[config.mk]
export PLATFORM = sky130hd
export DESIGN_NAME = sram_req_sequencer
export DESIGN_NICKNAME = d
export VERILOG_FILES = /design/src/rtl/sram_pkg.sv /design/src/rtl/sram_req_fifo.sv /design/src/rtl/sram_req_sequencer.sv
export SDC_FILE = /design/constraint.sdc
export NUM_CORES = 1
export LEC_CHECK = 0
export CAP_MARGIN = 20
export CORE_UTILIZATION = 35
export CTS_BUF_LIST = sky130_fd_sc_hd__clkbuf_4 sky130_fd_sc_hd__clkbuf_8 sky130_fd_sc_hd__clkbuf_16
export DETAILED_ROUTE_END_ITERATION = 7
export PLACE_DENSITY = 0.65
export SYNTH_ARGS = -nofsm -noshare
export SYNTH_HDL_FRONTEND = slang
export SYNTH_SLANG_ARGS = --single-unit
[constraint.sdc]
create_clock -name clk -period 3.35 [get_ports clk]
set_clock_uncertainty 0.1 [all_clocks]
set_input_delay 0.67 -clock clk [delete_from_list [all_inputs] [get_ports clk]]
set_output_delay 0.67 -clock clk [all_outputs]
set_load 0.01 [all_outputs]
[src/rtl/sram_pkg.sv]
// Shared types and constants for the SRAM request front-end.
package sram_pkg;

    localparam int ADDR_W = 3;
    localparam int DATA_W = 8;

    typedef enum logic [1:0] {
        IDLE    = 2'd0,
        ISSUE   = 2'd1,
        CAPTURE = 2'd2,
        RESP    = 2'd3
    } state_t;

    typedef struct packed {
        logic              write;
        logic [ADDR_W-1:0] addr;
        logic [DATA_W-1:0] wdata;
    } req_t;

endpackage

[src/rtl/sram_req_fifo.sv]
// Synchronous request FIFO; full/empty come from the occupancy count.
module sram_req_fifo #(
    parameter int DEPTH = 4,
    parameter int WIDTH = 12
) (
    input  logic                       clk,
    input  logic                       rst,
    input  logic                       push,
    input  logic [WIDTH-1:0]           push_data,
    input  logic                       pop,
    output logic [WIDTH-1:0]           pop_data,
    output logic                       full,
    output logic                       empty,
    output logic [$clog2(DEPTH+1)-1:0] level
);

    localparam int PTR_W = $clog2(DEPTH);
    localparam int LVL_W = $clog2(DEPTH + 1);

    logic [WIDTH-1:0] storage [DEPTH];
    logic [PTR_W-1:0] wr_ptr;
    logic [PTR_W-1:0] rd_ptr;
    logic             do_push;
    logic             do_pop;

    assign full     = (level == LVL_W'(DEPTH));
    assign empty    = (level == '0);
    assign do_push  = push && !full;
    assign do_pop   = pop && !empty;
    assign pop_data = storage[rd_ptr];

    // Entry storage; contents need no reset because level gates every read.
    always_ff @(posedge clk) begin
        if (do_push) begin
            storage[wr_ptr] <= push_data;
        end
    end

    // Pointers wrap naturally at the power-of-two depth; level tracks occupancy.
    always_ff @(posedge clk or posedge rst) begin
        if (rst) begin
            wr_ptr <= '0;
            rd_ptr <= '0;
            level  <= '0;
        end else begin
            if (do_push) begin
                wr_ptr <= wr_ptr + PTR_W'(1);
            end
            if (do_pop) begin
                rd_ptr <= rd_ptr + PTR_W'(1);
            end
            case ({do_push, do_pop})
                2'b10:   level <= level + LVL_W'(1);
                2'b01:   level <= level - LVL_W'(1);
                default: level <= level;
            endcase
        end
    end

endmodule

[src/rtl/sram_req_sequencer.sv]
// Turns a valid/ready request stream into single-cycle SRAM controller
// command pulses and returns read data on a valid/ready response channel.
module sram_req_sequencer
    import sram_pkg::*;
#(
    parameter int FIFO_DEPTH = 4,
    parameter int ADDR_W     = sram_pkg::ADDR_W,
    parameter int DATA_W     = sram_pkg::DATA_W
) (
    input  logic                            clk,
    input  logic                            rst,
    input  logic                            req_valid,
    output logic                            req_ready,
    input  logic                            req_write,
    input  logic [ADDR_W-1:0]               req_addr,
    input  logic [DATA_W-1:0]               req_wdata,
    output logic                            rsp_valid,
    input  logic                            rsp_ready,
    output logic [DATA_W-1:0]               rsp_rdata,
    output logic                            mem_write,
    output logic                            mem_read,
    output logic [ADDR_W-1:0]               mem_addr,
    output logic [DATA_W-1:0]               mem_wdata,
    input  logic [DATA_W-1:0]               mem_rdata,
    output logic                            busy,
    output logic [$clog2(FIFO_DEPTH+1)-1:0] level
);

    localparam int ENTRY_W = 1 + ADDR_W + DATA_W;

    state_t             state;
    state_t             next_state;
    logic               fifo_full;
    logic               fifo_empty;
    logic               pop;
    logic [ENTRY_W-1:0] head;
    logic               head_write;
    logic [ADDR_W-1:0]  head_addr;
    logic [DATA_W-1:0]  head_wdata;

    assign req_ready  = !fifo_full;
    assign busy       = !fifo_empty || (state != IDLE);
    assign head_write = head[ENTRY_W-1];
    assign head_addr  = head[DATA_W +: ADDR_W];
    assign head_wdata = head[DATA_W-1:0];

    sram_req_fifo #(
        .DEPTH (FIFO_DEPTH),
        .WIDTH (ENTRY_W)
    ) u_fifo (
        .clk       (clk),
        .rst       (rst),
        .push      (req_valid),
        .push_data ({req_write, req_addr, req_wdata}),
        .pop       (pop),
        .pop_data  (head),
        .full      (fifo_full),
        .empty     (fifo_empty),
        .level     (level)
    );

    // FSM state register.
    always_ff @(posedge clk or posedge rst) begin
        if (rst) begin
            state <= IDLE;
        end else begin
            state <= next_state;
        end
    end

    // Next-state and pop decision; the issued command type steers ISSUE's exit.
    always_comb begin
        next_state = state;
        pop        = 1'b0;
        case (state)
            IDLE: begin
                if (!fifo_empty) begin
                    pop        = 1'b1;
                    next_state = ISSUE;
                end
            end
            ISSUE:   next_state = mem_read ? CAPTURE : IDLE;
            CAPTURE: next_state = RESP;
            RESP: begin
                if (rsp_ready) begin
                    next_state = IDLE;
                end
            end
            default: next_state = IDLE;
        endcase
    end

    // Command pulses, held address/data, and the captured read response.
    always_ff @(posedge clk or posedge rst) begin
        if (rst) begin
            mem_write <= 1'b0;
            mem_read  <= 1'b0;
            mem_addr  <= '0;
            mem_wdata <= '0;
            rsp_valid <= 1'b0;
            rsp_rdata <= '0;
        end else begin
            mem_write <= 1'b0;
            mem_read  <= 1'b0;
            if (pop) begin
                mem_write <= head_write;
                mem_read  <= !head_write;
                mem_addr  <= head_addr;
                if (head_write) begin
                    mem_wdata <= head_wdata;
                end
            end
            if (state == CAPTURE) begin
                rsp_rdata <= mem_rdata;
                rsp_valid <= 1'b1;
            end else if (state == RESP && rsp_ready) begin
                rsp_valid <= 1'b0;
            end
        end
    end

endmodule

# Yosys cells after proc, flatten, opt, wreduce, memory -nomap -nowiden
# Memory sizes are Yosys's and may differ from the RTL's.
# Cells that the tools add are included.
# classes
add_sub_neg,4
eq_ne,8
mux,13
reduce_logical,14
# op_table
operator,count
1-bit 2-to-1 mux,8
2-bit case mux with 4 select lines,1
2-bit == test (second input constant),3
2-bit 2-to-1 mux,3
3-bit case mux with 2 select lines,1
2-bit nonzero test,3
2-bit by 1-bit adder with 2-bit output (second input constant),2
2-bit by 1-bit == test with 1-bit output (second input constant),2
2-bit != test (second input constant),2
2-bit AND reduction,2
3-bit by 1-bit adder with 3-bit output (second input constant),1
3-bit == test (second input constant),1
1-bit logical AND,3
1-bit logical NOT,3
3-bit logical NOT,1
3-bit by 1-bit subtractor with 3-bit output (second input constant),1
2-bit logical NOT,1
1-bit logical OR,1
# totals
regBits,31
mem_bits_rw,48
wordCells,50
memories,1
# mem_list
name,depth,word_bits,read_ports,rd_clocked_by_memory_dff,write_ports,line_no,text
u_fifo.storage,4,12,1,0,1,sram_req_fifo.sv:20,logic [WIDTH-1:0] storage [DEPTH];

# Longest topological paths before layout
# depth
depth_word,6
mapped_depth,8
depth_no_buf,8

# Cells and area by module
# Synthesis repeated with hierarchy kept, for this count alone.
# unflattened
hier_cells,161
hier_area_um2,3125.5
# modules_own_cells
mod,instances,cells_per_inst,area_per_inst_um2,seq_area_each_um2
sram_req_fifo,1,101,2192.1,1616.6
sram_req_sequencer,1,60,933.4,600.6

# Worst setup path before layout
# Ideal clock, no wire load.
# synth_path
path_kind,register to register
start,register u_fifo.level[0]
end,register u_fifo.level[2]
setup_ps,128
arrival_time_ps,2082
required_time_ps,3122
setup_slack_ps,1040
path_stages_with_launch,9
path_cell_list,dfrtp_1 -> or3_1 -> nand2_1 -> inv_1 -> ha_1 -> fa_1 -> xnor2_1 -> nor2_1 -> xor2_1
# synth_between
elab_chain_len,6
elab_cells_between_ends,14
classes_between,add/sub (2); eq/ne (3); mux (3); reduce/logical (6)
# synth_rtl
item,line_no,text
start: declaration,sram_req_fifo.sv:14,output logic [$clog2(DEPTH+1)-1:0] level
start signal: assignment,sram_req_fifo.sv:53,2'b10: level <= level + LVL_W'(1);
start signal: assignment,sram_req_fifo.sv:54,2'b01: level <= level - LVL_W'(1);
start signal: assignment,sram_req_fifo.sv:55,default: level <= level;
3-bit logical NOT *,sram_req_fifo.sv:27,assign empty = (level == '0);
1-bit 2-to-1 mux *,sram_req_sequencer.sv:77,if (!fifo_empty) begin
1-bit 2-to-1 mux *,sram_req_sequencer.sv:75,case (state)
named net pop,sram_req_sequencer.sv:35,logic pop;
1-bit logical AND *,sram_req_fifo.sv:29,assign do_pop = pop && !empty;
2-bit by 1-bit == test with 1-bit output or 2-bit == test (tied branches),sram_req_fifo.sv:52,"case ({do_push, do_pop})"
3-bit case mux with 2 select lines or 2-bit nonzero test (tied branches),n/a,
# The timed path passes the listed nets; every way through them passes the cells marked *.
# A chain may end at the register's enable or synchronous reset.

# Worst setup path in the final report
# layout_path
start,register u_fifo.level[0]
end,output port req_ready
# layout_between
elab_chain_len,2
# layout_rtl
item,line_no,text
3-bit == test,sram_req_fifo.sv:26,assign full = (level == LVL_W'(DEPTH));
1-bit logical NOT,sram_req_sequencer.sv:41,assign req_ready = !fifo_full;
end: declaration,sram_req_sequencer.sv:13,"output logic req_ready,"
# No other way between the ends.

==> results by group <==
STA
  • Count of final max-slew check failures: 0
  • Setup repair after global routing missed its margin: false
  • Count of final setup violators: 0
  • Post-layout min period: approximately 2.6 ns
  • Final total negative setup slack: 0 ns
  • Transition time at the pin with the least slew margin: approximately 0.74 ns
  • Worst hold slack: approximately 0.38 ns
  • Maximum frequency from static timing analysis: roughly 400 MHz
  • Least setup slack across all paths after layout: 0.782 ns
  • Final worst path period share: 76.7%
  • Final Hold Fails: 0
  • Worst slew slack as a fraction of its limit: 50.9%

Detailed routing
  • Vias: 1532
  • Final ANT Viol Nets: 0
  • Routed WL: 5130 um
  • DRC errors left: 0
  • First DRT Iteration DRCs: 69
  • Via density: 4.71
  • Average routed wire per standard cell: 15.8 um
  • First-pass iteration count of the detailed router: 7

Layout
  • Final cell utilization of the core: between 40% and 50%
  • Antenna fix cells: 0
  • Number of nets in the layout: between 200 and 250
  • Layout cell share with drive strength beyond 1: 20.0%
  • Synthesis-to-layout area growth: 28.6%

Synth
  • Synthesized Nets: 186
  • Synth Register Bits: 79
  • Synth top cells by count: 48 x sky130_fd_sc_hd__edfxtp_1, 31 x sky130_fd_sc_hd__dfrtp_1, 20 x sky130_fd_sc_hd__mux2_2
  • Top cells by area in the synthesized netlist: sky130_fd_sc_hd__edfxtp_1 47%, sky130_fd_sc_hd__dfrtp_1 25%, sky130_fd_sc_hd__mux2_2 7.3%
  • Cells after synthesis: 156
  • Library cells used by synthesis: 29
  • Post-synthesis sequential area ratio: 72.2%
  • Cell type contributing the most total cell area after synthesis: sky130_fd_sc_hd__edfxtp_1
  • Most frequent cell after synthesis: sky130_fd_sc_hd__edfxtp_1
  • Mean post-synth cell area: 19.7 um2
  • Fraction of synthesis flops using an asynchronous set or reset pin: 39.2%
  • Primary flip-flop cell chosen by synthesis mapping: sky130_fd_sc_hd__edfxtp_1
  • Post-synth design cell area: 3070 um2
  • Ys Warns: 0
  • Share of Yosys cell area claimed by the top area cell type: 46.9%
  • Count of flip-flops with a built-in enable after synthesis: 48

Power and ir drop
  • PwrDens: 933 nW/um2
  • Total power: 3.69 mW
  • Fraction of power spent switching nets: 27.7%
  • Combinational share of power: 32.8%
  • Sequential power share: a little over two fifths
  • Clock power share: 24.7%
  • Net switching power of the design: 1.02 mW
  • Internal: between 2 and 3 mW
  • Worst vdd ir: 0.248 mV
  • Static leakage: approximately 1.5 nW

CTS
  • Post_cts resized: 0
  • Insertion delay of the later-clocked pin in the worst-skew pair: 0.34 ns
  • Clock tree from TritonCTS: yes
  • Maximum buffer depth of the clock tree: 2
  • CTS Buf Count: 9
  • Hold_buf cts: 0
  • Reg clk slew, reported paths: approximately 0.08 ns
  • Count of buffers added by post-CTS timing repair for setup: 0
  • CTS root buffer: sky130_fd_sc_hd__clkbuf_8
  • H-tree depth: 3
  • Count of clock tree sinks: between 70 and 80

Worst setup path
  • Launching point of the worst reg2reg path: u_fifo.level[0]
  • Setup crit start kind: register
  • Path depth of the worst reg2reg path: 8
  • Worst setup slack for register-to-register paths: 0.91 ns
  • Classification of the worst setup path: register to primary output
  • Worst endpoint required time: 2.58 ns
  • Source of the critical timing path: u_fifo.level[0]
  • Critical path data arrival time: 1.80 ns
  • Crit end category: primary output
  • Endpoint of the worst setup timing path: req_ready
  • Crit Path Max Fanout: 6
  • Worst R2R End: u_fifo.level[2]

GRT
  • Wire length of the first global-routing pass: 8170 um
  • Total gr overflow: 0
  • Via count of the first global-routing pass: 1599
  • Maximum number of pins on one net before global-route repair: 32
  • Total global routing track utilization: 12.7%
  • Number of antenna violations at the first check in global routing: 0

Die
  • Vertical die dimension: ~96 um
  • Std-Cell Core Area: 8340 um2
  • Starting density of the core: 36.8%
  • # IOs: 51
  • Total Die Area: 9150 um2
  • Die Span X: 95.7 um
  • Standard-cell rows: 33

Outcome
  • Outcome: finished, final reports clean

Flow run
  • Max Cap Violations: 0

Worst hold path
  • Class of the worst hold path: register to register

Place
  • RD Place Congestion: ~0.7
  • Total of buffers placed on input and output ports: 50
  • Pre-CTS setup slack: 0.749 ns
  • Final HPWL from detailed placement: 3270 um
## area by class of cell
cell class                      count  area [um2]
Fill cell                         712        4390
Timing Repair Buffer               52         515
Multi-Input combinational cell     67         800
Sequential cell                    79        2220
Tap cell                          105         131
Clock inverter                      6         133
Clock buffer                       10         131
Inverter                            6        22.5
## critical path, cell delays in order (launching register included)
cell                              delay, ns
sky130_fd_sc_hd__dfrtp_1               0.46
sky130_fd_sc_hd__or3b_1                0.49
sky130_fd_sc_hd__clkdlybuf4s50_1       0.51
## registers in the layout, summed over array words and instances (netlist names), named ones only
register        cells
rsp_valid           1
mem_wdata           8
u_fifo.storage     48
u_fifo.level        3
u_fifo.wr_ptr       2
mem_read            1
rsp_rdata           8
state               1
u_fifo.rd_ptr       2
mem_addr            3
mem_write           1
## worst min-delay path by stage
stage	start	endpoint	slack, ns	depth (start not counted)
after CTS	rsp_valid	rsp_valid	0.39	1
final	rsp_valid	rsp_valid	0.38	1
after detailed placement	rsp_valid	rsp_valid	0.37	1
after global routing	rsp_valid	rsp_valid	0.41	1
after global placement	rsp_valid	rsp_valid	0.37	1
after floorplan	state[0]	state[0]	0.39	1
## power groups by stage
stage          clock [mW]  sequential, mW  combinational (mW)
3_5_place_dp            0            1.59                1.23
3_3_place_gp            0            1.58                1.21
5_1_grt             0.967            1.61                1.33
2_1_floorplan           0            1.59               0.722
4_1_cts             0.930            1.57                1.24
6_report            0.911            1.56                1.21
## placed cells by master (no fill, tap or decap)
master                             n
sky130_fd_sc_hd__a21o_1            1
sky130_fd_sc_hd__a21oi_1           1
sky130_fd_sc_hd__a22oi_1           1
sky130_fd_sc_hd__a31oi_1           1
sky130_fd_sc_hd__and2_1            1
sky130_fd_sc_hd__and3_1            4
sky130_fd_sc_hd__buf_4             2
sky130_fd_sc_hd__bufinv_16         4
sky130_fd_sc_hd__clkbuf_4          1
sky130_fd_sc_hd__clkbuf_8          9
sky130_fd_sc_hd__clkdlybuf4s50_1  50
sky130_fd_sc_hd__clkinv_1          1
sky130_fd_sc_hd__clkinv_4          1
sky130_fd_sc_hd__dfrtp_1          31
sky130_fd_sc_hd__edfxtp_1         48
sky130_fd_sc_hd__fa_1              1
sky130_fd_sc_hd__ha_1              5
sky130_fd_sc_hd__inv_1             6
sky130_fd_sc_hd__mux2_1            1
sky130_fd_sc_hd__mux2_2           20
sky130_fd_sc_hd__mux4_1            6
sky130_fd_sc_hd__mux4_2            6
sky130_fd_sc_hd__nand2_1           3
sky130_fd_sc_hd__nand2b_1          1
sky130_fd_sc_hd__nand3_1           1
sky130_fd_sc_hd__nand3_4           1
sky130_fd_sc_hd__nor2_1            3
sky130_fd_sc_hd__nor2b_1           1
sky130_fd_sc_hd__nor3_1            1
sky130_fd_sc_hd__or3_1             1
sky130_fd_sc_hd__or3b_1            1
sky130_fd_sc_hd__xnor2_1           5
sky130_fd_sc_hd__xor2_1            1
## metrics by stage
| stage | cells | area (um2) |
|---|---|---|
| final | 325 | 3950 |
| after global routing | 325 | 3950 |
| after CTS | 325 | 3950 |
| after detailed placement | 309 | 3690 |
| after global placement | 309 | 3690 |
| after floorplan | 156 | 3070 |
## cell families after synthesis
kind of cell | count (synthesis) | share of synthesized area [%]
and+or+nand+nor | 18 | 3.55
DFF | 79 | 72.2
buffers and inverters | 10 | 1.75
adders and majority gates | 6 | 2.69
xor gates and xnor gates | 6 | 1.71
AOI/OAI and AO/OA | 4 | 0.856
muxes | 33 | 17.2
## routing by layer
layer	track usage [%]	routed length, um
met5	0	0
met4	7.46	98
met3	3.19	267
met2	20.5	2450
met1	15.5	2310
Power figures use the tool's default switching activity.
